### src/rtl/sargantana_icache_itlb_resp.sv
// ITLB responder for the instruction cache: fully associative lookup with a
// page-table-walk refill path and registered translation responses.
module sargantana_icache_itlb_resp #(
    parameter int unsigned ITLB_ENTRIES  = 8,
    parameter int unsigned VPN_BITS_SIZE = 28,
    parameter int unsigned PPN_BIT_SIZE  = 20
) (
    input  logic                     clk_i,
    input  logic                     rstn_i,
    input  logic                     treq_valid_i,
    input  logic [VPN_BITS_SIZE-1:0] treq_vpn_i,
    input  logic                     treq_kill_i,
    input  logic                     flush_i,
    output logic                     tresp_miss_o,
    output logic                     tresp_ptw_v_o,
    output logic [PPN_BIT_SIZE-1:0]  tresp_ppn_o,
    output logic                     tresp_xcpt_o,
    output logic                     ptw_req_valid_o,
    output logic [VPN_BITS_SIZE-1:0] ptw_req_vpn_o,
    input  logic                     ptw_req_ready_i,
    input  logic                     ptw_resp_valid_i,
    input  logic [PPN_BIT_SIZE-1:0]  ptw_resp_ppn_i,
    input  logic                     ptw_resp_xcpt_i,
    output logic                     busy_o
);

    localparam int unsigned IDX_W = (ITLB_ENTRIES > 1) ? $clog2(ITLB_ENTRIES) : 1;

    typedef enum logic [1:0] {
        IDLE     = 2'd0,
        PTW_REQ  = 2'd1,
        PTW_WAIT = 2'd2,
        DRAIN    = 2'd3
    } state_t;

    state_t state_q, state_d;

    logic [ITLB_ENTRIES-1:0]  valid_q;
    logic [VPN_BITS_SIZE-1:0] tag_q     [ITLB_ENTRIES];
    logic [PPN_BIT_SIZE-1:0]  pte_ppn_q [ITLB_ENTRIES];
    logic [IDX_W-1:0]         rr_q;
    logic                     flushed_q;

    logic                     hit;
    logic [IDX_W-1:0]         hit_idx;
    logic                     free_found;
    logic [IDX_W-1:0]         victim;
    logic                     fill;
    logic                     fill_en;

    logic                     miss_d;
    logic                     ptw_v_d;
    logic [PPN_BIT_SIZE-1:0]  ppn_d;
    logic                     xcpt_d;
    logic [VPN_BITS_SIZE-1:0] req_vpn_d;

    // Tag match and victim choice: lowest free slot, else round-robin pointer
    always_comb begin
        hit        = 1'b0;
        hit_idx    = '0;
        free_found = 1'b0;
        victim     = rr_q;
        for (int unsigned i = 0; i < ITLB_ENTRIES; i++) begin
            if (valid_q[i] && (tag_q[i] == treq_vpn_i) && !hit) begin
                hit     = 1'b1;
                hit_idx = IDX_W'(i);
            end
            if (!valid_q[i] && !free_found) begin
                free_found = 1'b1;
                victim     = IDX_W'(i);
            end
        end
    end

    // Next state and next registered outputs
    always_comb begin
        state_d   = state_q;
        miss_d    = tresp_miss_o;
        ptw_v_d   = 1'b0;
        ppn_d     = tresp_ppn_o;
        xcpt_d    = 1'b0;
        req_vpn_d = ptw_req_vpn_o;
        fill      = 1'b0;
        unique case (state_q)
            IDLE: begin
                if (treq_valid_i) begin
                    if (hit) begin
                        miss_d = 1'b0;
                        ppn_d  = pte_ppn_q[hit_idx];
                    end else begin
                        miss_d    = 1'b1;
                        req_vpn_d = treq_vpn_i;
                        state_d   = PTW_REQ;
                    end
                end
            end
            PTW_REQ: begin
                if (treq_kill_i) begin
                    miss_d  = 1'b0;
                    state_d = IDLE;
                end else if (ptw_req_ready_i) begin
                    state_d = PTW_WAIT;
                end
            end
            PTW_WAIT: begin
                if (ptw_resp_valid_i) begin
                    ptw_v_d = 1'b1;
                    miss_d  = 1'b0;
                    ppn_d   = ptw_resp_ppn_i;
                    xcpt_d  = ptw_resp_xcpt_i;
                    fill    = !ptw_resp_xcpt_i;
                    state_d = IDLE;
                end else if (treq_kill_i) begin
                    miss_d  = 1'b0;
                    state_d = DRAIN;
                end
            end
            DRAIN: begin
                if (ptw_resp_valid_i) begin
                    fill    = !ptw_resp_xcpt_i;
                    state_d = IDLE;
                end
            end
            default: state_d = IDLE;
        endcase
    end

    // A flush anywhere during the walk makes the result stale
    assign fill_en = fill && !flushed_q && !flush_i;

    always_ff @(posedge clk_i) begin
        if (!rstn_i) begin
            state_q         <= IDLE;
            tresp_miss_o    <= 1'b0;
            tresp_ptw_v_o   <= 1'b0;
            tresp_ppn_o     <= '0;
            tresp_xcpt_o    <= 1'b0;
            ptw_req_valid_o <= 1'b0;
            ptw_req_vpn_o   <= '0;
            busy_o          <= 1'b0;
            flushed_q       <= 1'b0;
        end else begin
            state_q         <= state_d;
            tresp_miss_o    <= miss_d;
            tresp_ptw_v_o   <= ptw_v_d;
            tresp_ppn_o     <= ppn_d;
            tresp_xcpt_o    <= xcpt_d;
            ptw_req_valid_o <= (state_d == PTW_REQ);
            ptw_req_vpn_o   <= req_vpn_d;
            busy_o          <= (state_d != IDLE);
            if ((state_q == IDLE) && (state_d != IDLE)) begin
                flushed_q <= 1'b0;
            end else if (flush_i) begin
                flushed_q <= 1'b1;
            end
        end
    end

    always_ff @(posedge clk_i) begin
        if (!rstn_i) begin
            valid_q <= '0;
            rr_q    <= '0;
        end else if (flush_i) begin
            valid_q <= '0;
            rr_q    <= '0;
        end else if (fill_en) begin
            valid_q[victim] <= 1'b1;
            if (&valid_q) begin
                rr_q <= rr_q + IDX_W'(1);
            end
        end
    end

    always_ff @(posedge clk_i) begin
        if (fill_en) begin
            tag_q[victim]     <= ptw_req_vpn_o;
            pte_ppn_q[victim] <= ptw_resp_ppn_i;
        end
    end

endmodule

### config.mk
export PLATFORM = sky130hd
export DESIGN_NAME = sargantana_icache_itlb_resp
export DESIGN_NICKNAME = d
export VERILOG_FILES = /design/src/rtl/sargantana_icache_itlb_resp.sv
export SDC_FILE = /design/constraint.sdc
export NUM_CORES = 1
export LEC_CHECK = 0
export ABC_AREA = 0
export BUFFER_PORTS_ARGS = -buffer_cell sky130_fd_sc_hd__buf_2
export CORE_UTILIZATION = 40
export DETAILED_ROUTE_END_ITERATION = 6
export HOLD_SLACK_MARGIN = 0.12
export PLACE_DENSITY = 0.66
export SYNTH_ARGS = -nofsm -noshare
export SYNTH_HDL_FRONTEND = slang
export SYNTH_SLANG_ARGS = --single-unit
### constraint.sdc
create_clock -name clk_i -period 4.3 [get_ports clk_i]
set_input_delay 0.645 -clock clk_i [delete_from_list [all_inputs] [get_ports clk_i]]
set_output_delay 0.645 -clock clk_i [all_outputs]
set_load 0.02 [all_outputs]
==> summary.txt <==
Run status
  • Status: finished, final reports clean

Global routing
  • GRT overflow: 0
  • Number of global-route vias before repair: 11,800
  • Initial antenna violation count: 3
  • First-pass GRT wire length: 80,100 um
  • Total Routing Usage GR: 22.2%
  • Pin count of the biggest net entering global routing: 62

Placed design
  • DP HPWL: 35,400 um
  • Buffers added on ports: 108
  • Cells after DPL: 2,060
  • Routability cong.: 0.894
  • Placed instance area: 20,900 sq um

Yosys
  • Post-synth EDFFs: 384
  • Yosys top cell area share: 59.4%
  • Top cells by area, synth: edfxtp_1, xnor2_1, dfxtp_1, mux2i_1, o211ai_1
  • Synthesized area: 19,400 sq um
  • Main combinational cell family by area after synthesis: XOR/XNOR gates
  • Top cells by count, synth: edfxtp_1, xnor2_1, o211ai_1
  • XOR/XNOR Fraction of Synth Area: 10.4%
  • Synthesized flop and latch total: 451
  • Simple-gate portion of the synthesized area: 8.49%
  • Net Count, Synth: 1,424
  • Post-Syn Area per Cell: 14.3 sq um
  • Yosys top cell by area: edfxtp_1
  • Sequential-to-total area share from yosys stat: 66.3%
  • Area fraction in compound gates after synthesis: 6.26%
  • Warnings from Yosys: 0
  • Post-synthesis cell type count: 58
  • Top-count cell post-synth: edfxtp_1
  • Dominant synthesized flop cell: edfxtp_1
  • Cells after Synth: 1,362
  • Async SR Flop Fraction: 0%
  • Mux cell area share after synthesis: 5.00%
  • Post-synthesis adder-cell area fraction: 0.387%

CTS
  • TritonCTS Buffers: 48
  • Bufs on Longest Clock Path: 3
  • # clock sinks: 451
  • Post-CTS Resized: 0
  • Hold buffers post-CTS: 0
  • H-tree Lvls: 2
  • Clk root buf: clkbuf_16
  • CTS tree: built
  • Clock insertion delay at the later pin of the skew report: 0.58 ns
  • Number of setup buffers added after CTS: 0
  • Reg clk slew, reported paths: 0.06 ns

Routing
  • Number of remaining DRC errors: 0
  • Vias per std cell: 5.62
  • Iteration-0 DRC Markers: 1,113
  • DR vias: 12,100
  • DR WL/cell: 25.5 um
  • Post-Route WL: 54,900 um
  • Final ANT Viol Nets: 0
  • Initial DRT Pass Iterations: 6

Run
  • Max_cap viols: 0

Die
  • Core footprint: 47,800 sq um
  • Initial Util: 40.6%
  • Die ar.: 49,400 sq um
  • Die Y: 222 um
  • Die W: 222 um
  • Ports: 109
  • Num rows: 80

Critical path
  • Reg2reg start: tag_q[6][23]$_DFFE_PP_
  • Critical path required time: 4.73 ns
  • Arr. time, crit path: 3.82 ns
  • Type of the worst setup path: flop to flop
  • Crit path from: tag_q[6][23]$_DFFE_PP_
  • Crit path max fanout: 42
  • Worst setup EP type: flop
  • Setup crit start kind: flop

STA
  • Period utilization: 78.9%
  • Final Slew Violations: 0
  • Worst-margin pin slew: 0.881 ns
  • Fmax: 295 MHz
  • Setup TNS: 0 ns
  • Worst rel slew slack: 41.2%
  • Final Critical Period: 3.39 ns
  • Final Hold Fails: 0
  • RSZ-0062 raised after global routing: no
  • Final Setup Violations: 0
  • Clock Skews: 0.0196 ns

Cells and area
  • Final cell count without fillers: 2,149
  • Fin area: 22,400 sq um
  • Finished Core Util: 46.9%
  • Layout area overhead: 15.6%
  • Nets: 1,557
  • Layout cells sized above 1: 18.1%

Power
  • Tot Pwr: 9410 uW
  • Pwr/cell area: 419 nW/um^2
  • Pleak: 0.00768 uW
  • Peak VDD IR: 0.000274 V

Min path
  • Worst min-delay path class: input port to flop
  • Hold wc startpoint: ptw_resp_xcpt_i
cells by family (layout without fill, tap and decap cells):
group | count (synthesis) | in the layout
compound gates | 173 | 173
flops | 451 | 451
buf+inv | 121 | 292
simple gates | 295 | 295
mux | 89 | 89
fa+ha+maj | 6 | 6
xor+xnor | 227 | 227
other cells | 0 | 1
flip-flops by register name (all words and copies together) (netlist names):
signal           count
tag_q              224
tresp_miss_o         1
ptw_req_vpn_o       28
rr_q                 3
ptw_req_valid_o      1
pte_ppn_q          160
tresp_xcpt_o         1
tresp_ptw_v_o        1
state_q              2
valid_q              8
busy_o               1
tresp_ppn_o         20
flushed_q            1
worst max-delay path, stage by stage, from the launching register on:
cell and delay, ns:
edfxtp_1 0.38, xnor2_1 0.49, nand4_1 0.17, nor4_1 0.64, nand3_1 0.24, nand4b_1 0.20
o21a_2 0.18, buf_12 0.25, mux2_2 0.37, o2111ai_1 0.18, o21ai_1 0.09
power breakdown:
group | switching [uW] | leakage (uW) | internal, uW | total (uW)
sequential | 72.8 | 0.00407 | 4770 | 4840
combinational | 301 | 0.00284 | 158 | 459
clock | 1670 | 0.000764 | 2440 | 4110
total | 2040 | 0.00768 | 7370 | 9410
cell usage in the layout (no fill, tap or decap), types with 32 or more instances in the layout:
| master | n |
|---|---|
| nor2_1 | 54 |
| edfxtp_1 | 384 |
| clkbuf_16 | 49 |
| o211ai_1 | 83 |
| mux2i_1 | 70 |
| nand2_1 | 37 |
| buf_2 | 108 |
| buf_4 | 37 |
| nor4_1 | 32 |
| xnor2_1 | 176 |
| inv_1 | 48 |
| xor2_1 | 46 |
| nand4_1 | 78 |
| dfxtp_1 | 67 |
stage by stage:
step                      worst slack [ns]  hold WS (ns)
after floorplan                      0.428         0.487
after global placement               0.543         0.514
after detailed placement             0.513         0.525
after CTS                             1.01         0.286
after global routing                 0.776         0.311
final                                0.908         0.309
layout make-up:
class | count | area [sq um]
Sequential cell | 451 | 12900
Clock inverter | 23 | 235
Inverter | 49 | 184
Antenna cell | 1 | 2.50
Clock buffer | 65 | 1320
Tap cell | 615 | 769
Timing Repair Buffer | 155 | 1020
Fill cell | 4173 | 25400
Multi-Input combinational cell | 790 | 6040
worst paths after layout:
check / endpoint / slack [ns] / depth (start not counted)
setup / recovery: tresp_ppn_o[12]$_SDFFE_PN0P_ / 0.91 / 10
hold / removal: tresp_xcpt_o$_SDFF_PN0_ / 0.31 / 2
setup reg to reg: tresp_ppn_o[12]$_SDFFE_PN0P_ / 0.91 / 10
hold reg to reg: tresp_miss_o$_SDFFE_PN0P_ / 0.53 / 2
per-layer routing:
layer | routed length (um) | track usage, % | vias up | share of wire [%]
li1 | - | - | 5381 | -
met1 | 24500 | 31.8 | 6086 | 45
met2 | 24800 | 34.3 | 494 | 45
met3 | 3820 | 3.85 | 108 | 7.0
met4 | 1730 | 7.47 | 4 | 3.2
met5 | 26 | 0 | - | 0.047
Note: power is estimated with default switching activity, not from simulation.
